## src/rtl/multi_lane_muladd_pkg.sv

```systemverilog
// Shared types for the multi-lane multiply-accumulate unit.
// Controller state encoding, opcode bit positions and pipeline tags.
package multi_lane_muladd_pkg;

  typedef enum logic [1:0] {
    ST_IDLE,
    ST_DELAY,
    ST_ACTIVE,
    ST_DRAIN
  } state_t;

  localparam int OP_SUB    = 0;
  localparam int OP_PREADD = 1;

  typedef struct packed {
    logic v;
    logic first;
    logic last;
  } tag_t;

endpackage

```

## src/rtl/multi_lane_muladd_lane.sv

```systemverilog
// One signed MAC lane: optional pre-add, registered product,
// accumulate, arithmetic shift and optional saturation on output.
module muladd_lane
  import multi_lane_muladd_pkg::*;
#(
  parameter int DATA_W = 32,
  parameter int ACC_W  = 72,
  parameter int SAT    = 0
) (
  input  logic              clk,
  input  logic              rst,
  input  logic [DATA_W-1:0] in0,
  input  logic [DATA_W-1:0] in1,
  input  logic [1:0]        op,
  input  logic [5:0]        shift,
  input  logic              sample,
  input  tag_t              tag,
  output logic [DATA_W-1:0] out0
);

  localparam logic signed [ACC_W-1:0] SAT_MAX =
    {{(ACC_W-DATA_W+1){1'b0}}, {(DATA_W-1){1'b1}}};
  localparam logic signed [ACC_W-1:0] SAT_MIN = ~SAT_MAX;

  logic signed [DATA_W-1:0]   a;
  logic signed [DATA_W-1:0]   b;
  logic signed [2*DATA_W-1:0] p_q;
  logic signed [ACC_W-1:0]    acc_q;
  logic signed [ACC_W-1:0]    acc_nx;
  logic signed [ACC_W-1:0]    p_ext;
  logic signed [ACC_W-1:0]    base;
  logic signed [ACC_W-1:0]    shd;
  logic        [DATA_W-1:0]   res;

  assign a = in0;
  assign b = op[OP_PREADD] ? in0 + in1 : in1;

  always_ff @(posedge clk) begin
    if (rst) begin
      p_q <= '0;
    end else if (sample) begin
      p_q <= (2*DATA_W)'(a) * (2*DATA_W)'(b);
    end
  end

  always_comb begin
    p_ext  = ACC_W'(p_q);
    base   = tag.first ? '0 : acc_q;
    acc_nx = op[OP_SUB] ? base - p_ext : base + p_ext;
    shd    = acc_nx >>> shift;
    res    = shd[DATA_W-1:0];
    if (SAT != 0) begin
      if (shd > SAT_MAX) begin
        res = SAT_MAX[DATA_W-1:0];
      end else if (shd < SAT_MIN) begin
        res = SAT_MIN[DATA_W-1:0];
      end
    end
  end

  always_ff @(posedge clk) begin
    if (rst) begin
      acc_q <= '0;
      out0  <= '0;
    end else if (tag.v) begin
      acc_q <= acc_nx;
      if (tag.last) begin
        out0 <= res;
      end
    end
  end

endmodule

```

## src/rtl/multi_lane_muladd.sv

```systemverilog
// Multi-lane signed multiply-accumulate unit with a shared run/done
// controller: delay, period-based accumulation and iteration count.
module multi_lane_muladd
  import multi_lane_muladd_pkg::*;
#(
  parameter int DATA_W = 32,
  parameter int LANES  = 1,
  parameter int ACC_W  = 72,
  parameter int CNT_W  = 10,
  parameter int SAT    = 0
) (
  input  logic                    clk,
  input  logic                    rst,
  input  logic                    run,
  output logic                    done,
  input  logic [LANES*DATA_W-1:0] in0,
  input  logic [LANES*DATA_W-1:0] in1,
  output logic [LANES*DATA_W-1:0] out0,
  input  logic [1:0]              opcode,
  input  logic [CNT_W-1:0]        iterations,
  input  logic [CNT_W-1:0]        period,
  input  logic [5:0]              shift,
  input  logic [31:0]             delay0
);

  state_t state;
  state_t state_nx;

  logic [1:0]       op_q;
  logic [CNT_W-1:0] iter_q;
  logic [CNT_W-1:0] per_q;
  logic [5:0]       shift_q;
  logic [31:0]      dly_q;
  logic [31:0]      dcnt;
  logic [CNT_W-1:0] pcnt;
  logic [CNT_W-1:0] icnt;
  logic             p_first;
  logic             p_last;
  logic             start;
  tag_t             tag_q;

  assign start   = (state == ST_IDLE) && run;
  assign p_first = (pcnt == '0);
  assign p_last  = (pcnt == per_q - CNT_W'(1));
  assign done    = (state == ST_IDLE);

  always_ff @(posedge clk) begin
    if (rst) begin
      state <= ST_IDLE;
    end else begin
      state <= state_nx;
    end
  end

  always_comb begin
    state_nx = state;
    unique case (state)
      ST_IDLE: begin
        if (run) state_nx = ST_DELAY;
      end
      ST_DELAY: begin
        if (dcnt == dly_q) begin
          state_nx = (iter_q == '0) ? ST_IDLE : ST_ACTIVE;
        end
      end
      ST_ACTIVE: begin
        if (p_last && icnt == iter_q - CNT_W'(1)) begin
          state_nx = ST_DRAIN;
        end
      end
      ST_DRAIN: state_nx = ST_IDLE;
      default:  state_nx = ST_IDLE;
    endcase
  end

  // Config snapshot; a zero period behaves as one.
  always_ff @(posedge clk) begin
    if (rst) begin
      op_q    <= '0;
      iter_q  <= '0;
      per_q   <= '0;
      shift_q <= '0;
      dly_q   <= '0;
    end else if (start) begin
      op_q    <= opcode;
      iter_q  <= iterations;
      per_q   <= (period == '0) ? CNT_W'(1) : period;
      shift_q <= shift;
      dly_q   <= delay0;
    end
  end

  always_ff @(posedge clk) begin
    if (rst) begin
      dcnt <= '0;
      pcnt <= '0;
      icnt <= '0;
    end else begin
      case (state)
        ST_IDLE: begin
          if (run) begin
            dcnt <= '0;
            pcnt <= '0;
            icnt <= '0;
          end
        end
        ST_DELAY: dcnt <= dcnt + 32'd1;
        ST_ACTIVE: begin
          if (p_last) begin
            pcnt <= '0;
            icnt <= icnt + CNT_W'(1);
          end else begin
            pcnt <= pcnt + CNT_W'(1);
          end
        end
        default: ;
      endcase
    end
  end

  always_ff @(posedge clk) begin
    if (rst) begin
      tag_q <= '0;
    end else begin
      tag_q.v     <= (state == ST_ACTIVE);
      tag_q.first <= p_first;
      tag_q.last  <= p_last;
    end
  end

  for (genvar i = 0; i < LANES; i++) begin : g_lane
    muladd_lane #(
      .DATA_W(DATA_W),
      .ACC_W (ACC_W),
      .SAT   (SAT)
    ) u_lane (
      .clk   (clk),
      .rst   (rst),
      .in0   (in0[i*DATA_W +: DATA_W]),
      .in1   (in1[i*DATA_W +: DATA_W]),
      .op    (op_q),
      .shift (shift_q),
      .sample(state == ST_ACTIVE),
      .tag   (tag_q),
      .out0  (out0[i*DATA_W +: DATA_W])
    );
  end

endmodule

```

## config.mk

```make
export PLATFORM = sky130hd
export DESIGN_NAME = multi_lane_muladd
export DESIGN_NICKNAME = d
export VERILOG_FILES = /design/src/rtl/multi_lane_muladd_pkg.sv /design/src/rtl/multi_lane_muladd_lane.sv /design/src/rtl/multi_lane_muladd.sv
export SDC_FILE = /design/constraint.sdc
export NUM_CORES = 2
export LEC_CHECK = 0
export BUFFER_PORTS_ARGS = -buffer_cell sky130_fd_sc_hd__buf_2
export CORE_MARGIN = 5
export CORE_UTILIZATION = 45
export CTS_CLUSTER_DIAMETER = 50
export DETAILED_ROUTE_END_ITERATION = 10
export PLACE_DENSITY = 0.73
export REMOVE_ABC_BUFFERS = 1
export SYNTH_ARGS = -nofsm -noshare
export SYNTH_HDL_FRONTEND = slang
export SYNTH_SLANG_ARGS = --single-unit
```

## constraint.sdc

```tcl
create_clock -name clk -period 9.29 [get_ports clk]
set_input_delay 0.4645 -clock clk [delete_from_list [all_inputs] [get_ports clk]]
set_output_delay 0.4645 -clock clk [all_outputs]
set_load 0.02 [all_outputs]
```

==> results.md <==
- Largest net degree at the start of global routing: 88
- CP Capture Type: flop
- Share of cells above drive strength 1: 15.0%
- Drt wl/cell: 20.0 µm
- Row count: 136
- Fin. max-slew vios: 0
- Synthesized instance count: 7,506
- Violated checks: setup timing
- Post-synthesis register bit count: 285
- Root buffer cell: clkbuf_16
- Ys Warns: 0
- Setup violators final: 27
- WL final: 193 mm
- Worst path required time: 9.74 ns
- GR Overflow Total: 0
- # DRC: 0
- Worst-Margin Slew: 1.06 ns
- RD Place Congestion: 0.961
- Post-synth cell types: 110
- Synth Flop Type: dfxtp_1
- Total GRT Usage: 26.3%
- Fmax achieved: 103 MHz
- Fin nets: 9,326
- Die X-Extent: 380 µm
- DIE AREA: 145,000 µm²
- Die height: 380 µm
- Core area: 137,000 µm²
- Post-synth design cell area: 61,700 µm²
- DRT iter0 DRCs: 4,269
- Clk sinks: 285
- Post-synthesis sequential area ratio: 9.24%
- Area growth, synth to finish: 14.3%
- CTS tree: done
- First-pass GRT wire length: 311 mm
- Starting Density: 45.1%
- Num CTS Buffers: 42
- Antenna-violating nets left: 0
- Status: finished with violations
- I/O pin cnt: 160
- Skew final: 0.0362 ns
- Async SR Flop Fraction: 0%
- I/O Buffers: 159
- Final worst setup slack: -0.411 ns
- Initial antenna violation count: 1
- Slew Limit Headroom: 29.5%
- Via density: 5.71
- Commonest non-fill, non-tap cell in the layout: nand2_1
- Slowest stage cell, crit path: fa_2
- H-tree lvl count: 2
- Kind of critical path: in2reg
- Post-route cell area: 70,600 µm²
- Worst hold path class: in2reg
- Post-DP HPWL: 153 mm
- Final std cells w/o fill: 9,650
- Clock Path Buffers: 3
- Arr. time, crit path: 10.15 ns
- Vias in the first global route: 57,100
- ANT cells: 0
- Mapped Avg Cell Area: 8.22 µm²
- Placed Instances: 9,501
- Max Cap Viol: 0
- Final Hold Fails: 0
- Clk_lat worst skew: 0.59 ns
- Most frequent CP cell: fa_2
- EDFF count, synth: 0
- CP Max Fanout: 3
- Period utilisation layout: 104%
- Slowest stage delay, CP: 0.59 ns
- Crit path launch type: primary input
- First drt pass iteration count: 8
- Routed vias: 55,100
- RSZ-0062 raised after global routing: yes
- Fin crit period: 9.70 ns
- Clock transition at the registers of the reported paths: 0.06 ns
- DP Area: 67,000 µm²
- Commonest cells after routing, fill and taps aside: nand2_1 (1,192), inv_1 (1,118), fa_1 (1,036)
[timing repair]
| item | CTS | global route |
|---|---|---|
| buffers inserted | 50 | 26 |
| pin swaps | 156 | 123 |
| setup endpoints to repair | 37 | 36 |
| hold endpoints to repair | 0 | 0 |
| cloned | 4 | 1 |
| gates resized for setup | 240 | 129 |
| hold buffers | 0 | 0 |
[stage by stage]
stage | util, % | hold slack [ns] | setup WS (ns) | TNS (ns)
after detailed placement | 48.9 | 0.460 | -1.69 | -50.40
after global placement | 48.9 | 0.454 | -1.64 | -46.56
after global routing | 51.5 | 0.111 | -0.749 | -15.70
final | 51.5 | 0.112 | -0.411 | -5.37
after floorplan | - | 0.440 | -1.46 | -28.19
after CTS | 51.0 | 0.0831 | -0.337 | -3.91
[final timing paths]
path / startpoint / endpoint / slack, ns / cells past startpoint
worst min register to register: g_lane[0].u_lane.out0[0] / g_lane[0].u_lane.out0[0] / 0.46 / 2
worst min-delay path: delay0[16] / dly_q[16] / 0.11 / 3
worst max-delay path: in0[1] / g_lane[0].u_lane.p_q[60] / -0.41 / 45
worst max register to register: op_q[1] / g_lane[0].u_lane.p_q[60] / 0.48 / 32
[flip-flops by register name, summed over array words and instances (netlist names), named ones only]
name                 count
dly_q                   32
dcnt                    32
pcnt                    10
shift_q                  6
g_lane.u_lane.out0      32
g_lane.u_lane.p_q       64
icnt                    10
iter_q                  10
g_lane.u_lane.acc_q     72
op_q                     2
tag_q                    3
state                    1
per_q                   10
[synth_stat cells (17+ instances only)]
library cell,instances,area share (%)
o22ai_1,26,0.26
or3_1,31,0.31
o21ai_0,186,1.5
a21o_1,103,1.3
clkbuf_1,398,2.4
a31oi_1,41,0.42
nand2_1,1201,7.3
a221oi_1,21,0.30
xnor2_1,179,2.5
mux2i_1,136,2.2
mux4_2,19,0.69
ha_1,293,5.9
nand3_1,109,0.88
and3_1,45,0.46
nand4_1,66,0.67
a211oi_1,66,0.80
nand2b_1,50,0.51
dfxtp_1,285,9.2
o211ai_1,49,0.60
nor2_1,407,2.5
o21bai_1,30,0.36
and2_1,259,2.6
xor2_1,101,1.4
nor3_1,86,0.70
buf_1,17,0.10
nor2b_1,179,1.8
nor4_1,43,0.44
mux2_2,55,1.0
fa_1,1084,35
o21a_1,26,0.32
a21oi_1,423,3.4
inv_1,1152,7.0
or2_2,29,0.29
[cell families (layout without fill, tap and decap cells)]
family,count (synthesis),count (layout),share of synthesized area [%]
and+or+nand+nor,2560,2560,19.3
buffers and inverters,1589,1939,9.72
adders and majority gates,1377,1377,41.1
AOI/OAI and AO/OA,1202,1202,12.7
DFF,285,285,9.24
xor gates and xnor gates,283,283,4.07
muxes,210,210,3.90
[metal layers]
metal / global-route usage (%) / wire length (µm) / vias to the layer above
li1: - / - / 24700
met5: 0 / 13 / -
met2: 43.5 / 90600 / 2301
met3: 3.68 / 13700 / 543
met1: 34.8 / 79500 / 27500
met4: 11.0 / 9300 / 2
[worst max-delay path, delay by kind of cell]
kind | cells | cell delay (ns)
AOI/OAI and AO/OA | 20 | 3.48
xor gates and xnor gates | 2 | 0.28
adders and majority gates | 10 | 4.39
buffers and inverters | 9 | 0.93
and+or+nand+nor | 4 | 0.58
[area by class of cell]
| type | instances | area (µm²) |
|---|---|---|
| Fill cell | 12500 | 66400 |
| Multi-Input combinational cell | 5632 | 51300 |
| Sequential cell | 285 | 5720 |
| Timing Repair Buffer | 705 | 5540 |
| Inverter | 1156 | 4340 |
| Tap cell | 1794 | 2240 |
| Clock buffer | 54 | 1150 |
| Clock inverter | 24 | 305 |
Power is left out: the tool's default activity adds up to more than one toggle a clock period on the data nets, which glitch-free logic cannot reach.
